File: config.mk
export PLATFORM = sky130hd
export DESIGN_NAME = mem_stage_sram_ctrl
export DESIGN_NICKNAME = d
export VERILOG_FILES = /design/src/rtl/mem_pkg.sv /design/src/rtl/sram_phase_counter.sv /design/src/rtl/mem_stage_sram_ctrl.sv
export SDC_FILE = /design/constraint.sdc
export NUM_CORES = 1
export LEC_CHECK = 0
export BUFFER_PORTS_ARGS = -buffer_cell sky130_fd_sc_hd__buf_2
export CAP_MARGIN = 40
export CORE_UTILIZATION = 43
export DETAILED_ROUTE_END_ITERATION = 8
export HOLD_SLACK_MARGIN = 0.08
export PLACE_DENSITY_LB_ADDON = 0.05
export RECOVER_POWER = 25
export SLEW_MARGIN = 20
export SYNTH_ARGS = -nofsm -noshare
export SYNTH_HDL_FRONTEND = slang
export SYNTH_SLANG_ARGS = --single-unit
File: constraint.sdc
create_clock -name clk -period 3 [get_ports clk]
set_input_delay 0.6 -clock clk [delete_from_list [all_inputs] [get_ports clk]]
set_output_delay 0.6 -clock clk [all_outputs]
set_load 0.01 [all_outputs]
File: src/rtl/mem_pkg.sv
// Shared definitions for the memory-stage SRAM controller: FSM encoding,
// default address base and SRAM geometry.
package mem_pkg;

  typedef enum logic [1:0] {
    ST_IDLE = 2'd0,
    ST_LO   = 2'd1,
    ST_HI   = 2'd2,
    ST_DONE = 2'd3
  } state_t;

  localparam int unsigned ADDR_BASE_DEF   = 1024;
  localparam int unsigned SRAM_ADDR_W_DEF = 18;
  localparam int unsigned SRAM_DATA_W     = 16;
  localparam int unsigned WAIT_CYCLES_DEF = 2;

  // Byte offset into data memory; wraps at 32 bits like the CPU adder.
  function automatic logic [31:0] data_offset(input logic [31:0] adr,
                                              input logic [31:0] base);
    return adr - base;
  endfunction

endpackage

File: src/rtl/sram_phase_counter.sv
// Wait-state timer for one 16-bit SRAM half-access: loads WAIT_CYCLES-1 on
// phase entry and counts down to a terminal count of zero.
module sram_phase_counter #(
  parameter int unsigned WAIT_CYCLES = 2
) (
  input  logic clk,
  input  logic rst,
  input  logic load,
  output logic last_cycle
);

  localparam int unsigned CNT_W = (WAIT_CYCLES > 1) ? $clog2(WAIT_CYCLES) : 1;
  localparam logic [CNT_W-1:0] LOAD_VAL = CNT_W'(WAIT_CYCLES - 1);

  logic [CNT_W-1:0] count;

  always_ff @(posedge clk) begin
    if (rst) begin
      count <= '0;
    end else if (load) begin
      count <= LOAD_VAL;
    end else if (count != '0) begin
      count <= count - CNT_W'(1);
    end
  end

  assign last_cycle = (count == '0);

endmodule

File: src/rtl/mem_stage_sram_ctrl.sv
// MEM-stage controller splitting each 32-bit load/store into two timed
// 16-bit accesses on an asynchronous SRAM; ready low freezes the pipeline.
//
// state   | meaning
// IDLE    | no access; ready follows ~(memRead|memWrite), request latched here
// LO      | low half-word access, WAIT_CYCLES cycles
// HI      | high half-word access, WAIT_CYCLES cycles
// DONE    | one cycle, ready high, readData holds the full word
module mem_stage_sram_ctrl
  import mem_pkg::*;
#(
  parameter int unsigned ADDR_BASE   = ADDR_BASE_DEF,
  parameter int unsigned SRAM_ADDR_W = SRAM_ADDR_W_DEF,
  parameter int unsigned WAIT_CYCLES = WAIT_CYCLES_DEF
) (
  input  logic                   clk,
  input  logic                   rst,
  input  logic                   memRead,
  input  logic                   memWrite,
  input  logic [31:0]            memAdr,
  input  logic [31:0]            writeData,
  output logic [31:0]            readData,
  output logic                   ready,
  output logic [SRAM_ADDR_W-1:0] sram_addr,
  output logic [SRAM_DATA_W-1:0] sram_dq_out,
  input  logic [SRAM_DATA_W-1:0] sram_dq_in,
  output logic                   sram_dq_oe,
  output logic                   sram_we_n
);

  state_t state, state_nxt;

  logic                   op_write;
  logic [SRAM_ADDR_W-2:0] word_idx;
  logic [31:0]            wdata;
  logic [31:0]            data_adr;
  logic                   req;
  logic                   accept;
  logic                   phase_load;
  logic                   last_cycle;
  logic                   half_sel;
  logic                   unused_adr_bits;

  assign data_adr        = data_offset(memAdr, 32'(ADDR_BASE));
  assign req             = memRead | memWrite;
  assign unused_adr_bits = ^{data_adr[31:SRAM_ADDR_W+1], data_adr[1:0]};

  sram_phase_counter #(
    .WAIT_CYCLES(WAIT_CYCLES)
  ) u_phase_counter (
    .clk        (clk),
    .rst        (rst),
    .load       (phase_load),
    .last_cycle (last_cycle)
  );

  always_ff @(posedge clk) begin
    if (rst) begin
      state <= ST_IDLE;
    end else begin
      state <= state_nxt;
    end
  end

  always_comb begin
    state_nxt   = state;
    accept      = 1'b0;
    phase_load  = 1'b0;
    ready       = 1'b0;
    half_sel    = 1'b0;
    sram_addr   = '0;
    sram_dq_out = '0;
    sram_dq_oe  = 1'b0;
    sram_we_n   = 1'b1;

    case (state)
      ST_IDLE: begin
        ready = ~req;
        if (req) begin
          accept     = 1'b1;
          phase_load = 1'b1;
          state_nxt  = ST_LO;
        end
      end
      ST_LO: begin
        if (last_cycle) begin
          phase_load = 1'b1;
          state_nxt  = ST_HI;
        end
      end
      ST_HI: begin
        half_sel = 1'b1;
        if (last_cycle) begin
          state_nxt = ST_DONE;
        end
      end
      ST_DONE: begin
        ready     = 1'b1;
        state_nxt = ST_IDLE;
      end
      default: begin
        state_nxt = ST_IDLE;
      end
    endcase

    if (state == ST_LO || state == ST_HI) begin
      sram_addr = {word_idx, half_sel};
      if (op_write) begin
        sram_dq_oe  = 1'b1;
        sram_dq_out = half_sel ? wdata[31:16] : wdata[15:0];
        // Final wait cycle is a hold cycle with WE released, unless there is only one.
        sram_we_n   = last_cycle && (WAIT_CYCLES != 1);
      end
    end
  end

  always_ff @(posedge clk) begin
    if (rst) begin
      op_write <= 1'b0;
      word_idx <= '0;
      wdata    <= '0;
      readData <= '0;
    end else begin
      if (accept) begin
        op_write <= memWrite;
        word_idx <= data_adr[SRAM_ADDR_W:2];
        wdata    <= writeData;
      end
      if (!op_write && last_cycle) begin
        if (state == ST_LO) begin
          readData[15:0] <= sram_dq_in;
        end
        if (state == ST_HI) begin
          readData[31:16] <= sram_dq_in;
        end
      end
    end
  end

endmodule

# Yosys cells after proc, flatten, opt, wreduce, memory -nomap -nowiden
# Cells that the tools add are included.
dict set report classes {
  add_sub_neg 2
  n_eq_ne 6
  n_mux 20
  bitwise 3
  reduce_logical 7
}
# cell count
set ops {}
lappend ops {{16-bit 2-to-1 mux} 3}
lappend ops {{19-bit by 11-bit subtractor with 19-bit output, second input constant} 1}
lappend ops {{18-bit 2-to-1 mux} 1}
lappend ops {{1-bit 2-to-1 mux} 10}
lappend ops {{2-bit one-hot mux with 4 select lines} 1}
lappend ops {{2-bit 2-to-1 mux} 3}
lappend ops {{2-bit != test, second input constant} 3}
lappend ops {{2-bit equality test, second input constant} 2}
lappend ops {{1-bit one-hot mux with 2 select lines} 2}
lappend ops {{2-bit AND reduction} 2}
lappend ops {{3-bit AND reduction} 1}
lappend ops {{2-bit by 1-bit equality test with 1-bit output, second input constant} 1}
lappend ops {{2-bit zero test} 1}
lappend ops {{1-bit inverter} 2}
lappend ops {{1-bit logical AND} 1}
lappend ops {{1-bit zero test} 1}
lappend ops {{1-bit logical OR} 1}
lappend ops {{1-bit OR} 1}
lappend ops {{1-bit subtractor, second input constant} 1}
dict set report totals {
  reg_bits 85
  word_cells 45
}

# Longest topological paths before layout
# Gate-level depths: netlist of the first run.
dict set report depth {
  word_depth 5
  depth_mapped 7
  depth_no_buf 5
}

# By module
# From an unflattened synthesis of the first run, not the netlist that was laid out.
dict set report unflattened {
  cells_unflattened 449
  area_unflattened_um2 3502.1
}
# module instances cells_each area_per_inst_um2 seq_area_each_um2
set modules_own_cells {}
lappend modules_own_cells {mem_stage_sram_ctrl 1 446 3464.6 1681.6}
lappend modules_own_cells {sram_phase_counter 1 3 37.5 20.0}

# Worst setup path after synthesis of the first run
# No wires, ideal clock.
dict set report synth_timing {
  path_type {reg-to-output}
  start {register state[0]}
  end {output port sram_dq_out[10]}
  t_arrival_ps 1410
  required_time_ps 2400
  path_slack_ps 990
  stages_incl_launch_ff 7
  n_path_buf 2
  path_cell_list {dfxtp_1 > inv_1 > ha_1 > buf_2 > buf_2 > mux2i_1 > nor2_1}
}
dict set report synth_between {
  elab_chain_cells 5
}
# element line
set synth_lines {}
lappend synth_lines {{from (decl)} mem_stage_sram_ctrl.sv:31} ;# state_t state, state_nxt;
lappend synth_lines {{from (signal assigned)} mem_stage_sram_ctrl.sv:61} ;# state <= state_nxt;
lappend synth_lines {{2-bit equality test} {mem_stage_sram_ctrl.sv:76, mem_stage_sram_ctrl.sv:106}}
lappend synth_lines {{1-bit 2-to-1 mux} mem_stage_sram_ctrl.sv:76} ;# case (state)
lappend synth_lines {{16-bit 2-to-1 mux} mem_stage_sram_ctrl.sv:110} ;# sram_dq_out = half_sel ? wdata[31:16] : wdata[15:0];
lappend synth_lines {{16-bit 2-to-1 mux} mem_stage_sram_ctrl.sv:108} ;# if (op_write) begin
lappend synth_lines {{16-bit 2-to-1 mux (*)} mem_stage_sram_ctrl.sv:106} ;# if (state == ST_LO || state == ST_HI) begin
lappend synth_lines {{to (decl)} mem_stage_sram_ctrl.sv:25} ;# output logic [SRAM_DATA_W-1:0] sram_dq_out,
# Mark *: on every way between the ends. The rest lies on a longest branch, timed or not.

# Final worst setup path of the first run
dict set report layout_timing {
  start {register state[0]}
  end {output port sram_we_n}
}
dict set report layout_between {
  elab_chain_cells 3
}
# element line
set layout_lines {}
lappend layout_lines {{2-bit by 1-bit equality test with 1-bit output / 2-bit equality test (equally long branches)} mem_stage_sram_ctrl.sv:106}
lappend layout_lines {{1-bit logical OR (*)} mem_stage_sram_ctrl.sv:106}
lappend layout_lines {{1-bit 2-to-1 mux (*)} mem_stage_sram_ctrl.sv:106}
lappend layout_lines {{to (decl)} mem_stage_sram_ctrl.sv:28} ;# output logic sram_we_n
# Marked as above.

==> results of run 1 <==
## cell type report
type	count	area [um2]
fill	800	3370
sequential	85	1700
multi-input combinational	327	1670
timing repair buffer	146	713
clock buffer	10	138
tap	102	128
clock inverter	6	70.1
inverter	6	22.5
## where the power goes
part | internal, mW | switching [mW] | total, mW
logic | 0.553 | 0.941 | 1.49
registers | 1.41 | 0.145 | 1.56
clock network | 0.412 | 0.415 | 0.827
## metal layers
metal	global-route usage (%)	vias to the layer above	wire length [um]
li1	-	1724	-
met2	34.5	91	4100
met1	25.4	1523	3860
met3	3.78	10	518
met4	7.16	0	102
met5	0	-	0
## cells in the final DEF, fill, tap and decap left out, types with 2 or more instances in the layout
cell type	n
nand2_1	148
clkinvlp_4	3
a211oi_1	8
clkbuf_8	10
xnor2_1	2
nor2_1	27
or3b_2	3
nor3b_2	2
buf_2	105
and2_1	17
nor4_1	5
ha_1	5
and4_1	3
clkbuf_1	32
mux2i_1	16
buf_4	9
dfxtp_1	85
o21ai_0	2
a21oi_1	77
a311oi_1	2
inv_1	6
## critical path: stages (launching register included)
cell and delay, ns:
dfxtp_1 0.39, inv_1 0.08, ha_1 0.64, nand2_1 0.10, buf_4 0.22, inv_1 0.09, nand2_1 0.06, buf_2 0.15
## registers in the layout, indices dropped and copies added, names as in the netlist
name,cells
wdata,32
readData,32
word_idx,17
state,2
op_write,1
u_phase_counter.count,1
## Yosys cell counts
cell	n
or3_1	1
and2_1	17
nor2_1	27
o21ai_1	1
ha_1	5
nand2_1	148
buf_1	3
nand3_1	1
o31ai_1	1
buf_2	6
a21o_1	1
o21ai_0	2
dfxtp_1	85
nor3_1	1
mux2i_1	16
inv_1	6
a311oi_1	2
nor4_1	5
or3b_2	3
a21oi_1	77
xnor2_1	2
nor3b_1	1
o21a_1	1
and4_1	3
or4_4	1
clkbuf_1	23
nand2b_1	1
a211oi_1	8
nor3b_2	2
## per-stage QoR
step,hold slack [ns],instances,setup WS [ns]
after global routing,0.472,682,0.111
after CTS,0.457,682,0.305
after floorplan,0.432,450,0.990
after detailed placement,0.445,666,0.685
final,0.455,682,0.325
after global placement,0.437,666,0.734
## worst max-delay path by stage
stage	from	endpoint	slack, ns
4_1_cts	state[0]	sram_we_n	0.31
5_1_grt	state[0]	sram_we_n	0.11
3_5_place_dp	state[0]	sram_we_n	0.69
6_report	state[0]	sram_we_n	0.32
3_3_place_gp	state[0]	sram_we_n	0.73
2_1_floorplan	state[0]	sram_dq_out[10]	0.99
## cells by family (layout without fill, tap and decap cells)
family	Yosys count	after routing	synth area share, %
simple gates	211	211	26.1
buf+inv	38	168	4.28
flops	85	85	48.5
fa+ha+maj	5	5	1.78
compound gates	93	93	14.3
xor+xnor	2	2	0.500
mux	16	16	4.57
==> flow_summary.json, run 1 <==
{
  "finalPower_mw": 3.88,
  "die_h_um": 92.3,
  "worstHoldStart": "word_idx[3]",
  "path_clk_slew_ns": 0.09,
  "syn_inst": 450,
  "drt_wl_total_um": 8570,
  "rows": 32,
  "yosysTopAreaCellShare_pct": 48.5,
  "yosysWarnings": 0,
  "initial_utilization_pct": 44.9,
  "status": "complete, no violations",
  "grt_max_degree": 36,
  "place_congestion": 0.733,
  "cts_root_buf": "clkbuf_8",
  "cts_buffers": 9,
  "fin_area_um2": 4440,
  "timing.fmax_mhz": 374,
  "crit_type": "reg -> out",
  "r2r_start": "state[0]",
  "rr_worst_depth": 6,
  "diodes": 0,
  "synth_area_um2": 3510,
  "dpl_cell_area_um2": 4270,
  "setup_viol": 0,
  "powerDensity_nw_per_um2": 873,
  "max-vdd-ir-drop_mv": 0.350,
  "cts.sinks": 85,
  "area_growth_pct": 26.6,
  "drv_cap": 0,
  "yosysSeqAreaShare_pct": 48.5,
  "grt_pass1_vias": 3032,
  "holdPathStages": 2,
  "netlist_top_cells_area": "dfxtp_1, nand2_1, a21oi_1",
  "fin_nets": 664,
  "wire_per_inst_um": 12.6,
  "relSlewSlack_pct": 54.7,
  "postCtsHoldBufs": 0,
  "ctsHtreeMaxLevel": 3,
  "rsz0062_at_grt": "no",
  "port_buffers": 137,
  "synth_area_leader_cell": "dfxtp_1",
  "ant_nets": 0,
  "vias_per_cell": 4.91,
  "synth_nets": 539,
  "grt_antenna_before_repair": 0,
  "place_hpwl_um": 5940,
  "end_kind": "output port",
  "grt-ovfl-total": 0,
  "cp-start-kind": "flop",
  "synth.distinct_cells": 29,
  "drive_above_1_share_pct": 23.8,
  "clock_latency_ns": 0.34,
  "grt_pass1_wl_um": 13800,
  "die_w_um": 92.3,
  "worstReg2RegEnd": "wdata[30]",
  "worst_slew_pin_slew_ns": 0.680,
  "fin_crit_ns": 2.68,
  "drt_iter0_drc": 98,
  "ctsLongestPathBuffers": 2,
  "utilization_pct": 56.9,
  "cts.repair.resized": 0,
  "die_area_um2": 8520,
  "avgSynthCellArea_um2": 7.79,
  "ys_seq_elements": 85,
  "hold_viol_final": 0,
  "min_period_over_period_pct": 89.2,
  "cts_tree": "yes",
  "core_um2": 7810,
  "postCtsSetupBuffers": 0,
  "drc": 0,
  "hold_path.class": "reg -> reg",
  "firstDrtPassIters": 5,
  "grt_use_total_pct": 20.2,
  "power_leakage_nw": 1.85,
  "pin_count": 153,
  "slew_viol_final": 0,
  "crit_arrival_ns": 2.08,
  "vias": 3348,
  "final.setup.tns_ns": 0,
  "required_ns": 2.40,
  "skew_ns": 0.0108,
  "critical_path.max_fanout": 20,
  "hold_end": "word_idx[3]",
  "regToRegSetupSlack_ns": 1.03
}
No activity file was read; power rests on OpenSTA's default activity.
==> inputs of run 2 (changes only) <==
--- a/config.mk
+++ b/config.mk
@@ -5,6 +5,7 @@
 export SDC_FILE = /design/constraint.sdc
 export NUM_CORES = 1
 export LEC_CHECK = 0
+export ABC_AREA = 1
 export BUFFER_PORTS_ARGS = -buffer_cell sky130_fd_sc_hd__buf_2
 export CAP_MARGIN = 40
 export CORE_UTILIZATION = 43
==> flow_summary.json, run 2 <==
{
  "status": "finished with violations",
  "violations": "max-capacitance violations, max-slew violations",
  "netlist_top_cells_count": "nor2_1, dfxtp_1, o21ai_0",
  "grt_pass1_wl_um": 14400,
  "core_um2": 8180,
  "drive_above_1_share_pct": 22.1,
  "power_leakage_nw": 2.29,
  "area_growth_pct": 23.5,
  "drc": 0,
  "grt-ovfl-total": 0,
  "wire_per_inst_um": 11.8,
  "multi_input_area_um2": 1610,
  "p_clk_share_pct": 17.9,
  "grt_pass1_vias": 3203,
  "regToRegSetupSlack_ns": 0.50,
  "yosysMostFrequentCell": "nor2_1",
  "rsz0062_at_grt": "no",
  "swShare_pct": 41.3,
  "crit_path_start": "state[0]",
  "cp-start-kind": "flop",
  "yosysWarnings": 0,
  "rr_worst_depth": 6,
  "synth_flop_cell": "dfxtp_1",
  "hold_viol_final": 0,
  "pin_count": 153,
  "mostFrequentLayoutCell": "nor2_1",
  "diodes": 0,
  "vias_per_cell": 4.78,
  "critical_path.max_fanout": 42,
  "p_sw_mw": 1.66,
  "drt_wl_total_um": 8910,
  "required_ns": 3.26,
  "combPwrFrac_pct": 39.1,
  "drt_iter0_drc": 133,
  "cts_buffers": 9,
  "cts.sinks": 85,
  "synth_area_um2": 3620,
  "ctsHtreeMaxLevel": 3,
  "skew_ns": 0.0110,
  "worst_slew_pin_slew_ns": 1.64,
  "num-fill-cells": 881,
  "postSynth.asyncResetShare_pct": 0,
  "grt_antenna_before_repair": 0,
  "avgSynthCellArea_um2": 7.00,
  "top_regs": "readData x32, wdata x32, word_idx x17",
  "seqCellArea_um2": 1700,
  "cts_tree": "yes",
  "most-common-layout-cells": "nor2_1, buf_2, dfxtp_1",
  "yosysSeqAreaShare_pct": 47.0,
  "slew_viol_final": 43,
  "relSlewSlack_pct": -9.19,
  "timing.fmax_mhz": 399,
  "ys_seq_elements": 85,
  "crit_arrival_ns": 2.77,
  "fin_nets": 731,
  "synth.distinct_cells": 24,
  "fin_area_um2": 4470,
  "vias": 3592,
  "postCtsHoldBufs": 0,
  "die_w_um": 93.8,
  "min_period_over_period_pct": 83.5,
  "ctsLongestPathBuffers": 2,
  "die_area_um2": 8790,
  "crit_type": "reg -> reg",
  "drv_cap": 1,
  "syn_inst": 517,
  "port_buffers": 137,
  "initial_utilization_pct": 44.3,
  "fin_crit_ns": 2.50,
  "cts_root_buf": "clkbuf_8",
  "hold_path.class": "in -> reg",
  "ant_nets": 0,
  "hold_slack_ns": 0.455,
  "clock_latency_ns": 0.35,
  "cts.repair.resized": 0,
  "synth_nets": 606,
  "postCtsSetupBuffers": 0,
  "rows": 33,
  "place_congestion": 0.805,
  "worstReg2RegEnd": "word_idx[2]",
  "dpl_cell_area_um2": 4340,
  "yosysTopAreaCellShare_pct": 47.0,
  "synth_edf_count": 0,
  "powerDensity_nw_per_um2": 901,
  "r2r_start": "state[0]",
  "p_int_mw": 2.36,
  "setup_viol": 0,
  "grt_use_total_pct": 20.6,
  "p_seq_share_pct": 43.0,
  "firstDrtPassIters": 5,
  "max-vdd-ir-drop_mv": 0.398,
  "utilization_pct": 54.7,
  "place_hpwl_um": 6070,
  "grt_max_degree": 48,
  "synth_area_leader_cell": "dfxtp_1",
  "final.setup.tns_ns": 0,
  "die_h_um": 93.8,
  "end_kind": "flop",
  "path_clk_slew_ns": 0.09,
  "netlist_top_cells_area": "dfxtp_1, nor2_1, o21ai_0",
  "crit_end": "word_idx[2]"
}
## run 2: power groups by stage
stage	logic, mW	clock network, mW	registers (mW)
6_report	1.57	0.721	1.73
5_1_grt	1.81	0.800	1.78
4_1_cts	1.63	0.743	1.73
3_5_place_dp	1.63	0	1.75
3_3_place_gp	1.61	0	1.74
2_1_floorplan	1.08	0	1.79
## run 2: worst max-delay path, stage by stage, from the launching register on
cell and delay (ns):
dfxtp_1 0.37, inv_1 0.09, ha_1 0.23, nand2_1 0.09
clkbuf_1 1.18, o21ai_0 0.28, nor2_1 0.16
## run 2: layer usage
metal	track usage [%]	share of wire, %	vias up
met5	0	0	-
met4	6.15	1.2	0
met3	4.05	4.9	10
met2	36.4	49	85
met1	25.0	45	1629
li1	-	-	1868
## run 2: cells by family after synthesis
kind of cell / Yosys count / synth area share [%]
xor gates and xnor gates: 1 / 0.242
and+or+nand+nor: 261 / 29.3
AOI/OAI and AO/OA: 94 / 13.0
DFF: 85 / 47.0
adders and majority gates: 5 / 1.73
buffers and inverters: 71 / 8.67
## run 2: layout make-up
class,count,area share (%)
inverter,43,3.72
clock inverter,6,1.04
multi-input combinational,361,35.9
timing repair buffer,142,15.5
sequential,85,38.1
clock buffer,10,2.85
tap,105,2.94
## run 2: per-stage QoR
step                std cells  worst slack, ns  power [mW]
global route              752            0.294        4.39
CTS                       752            0.527        4.11
finish                    752            0.495        4.03
detailed placement        736            0.892        3.38
global placement          736            0.926        3.34
floorplan                 517            0.914        2.87
## run 2: worst min-delay path by stage
stage	start	endpoint	slack (ns)	cells after the start
4_1_cts	memAdr[10]	word_idx[8]	0.44	2
3_3_place_gp	word_idx[5]	word_idx[5]	0.46	2
2_1_floorplan	word_idx[0]	word_idx[0]	0.45	2
5_1_grt	memAdr[10]	word_idx[8]	0.45	2
3_5_place_dp	wdata[24]	wdata[24]	0.47	2
6_report	memAdr[10]	word_idx[8]	0.46	2
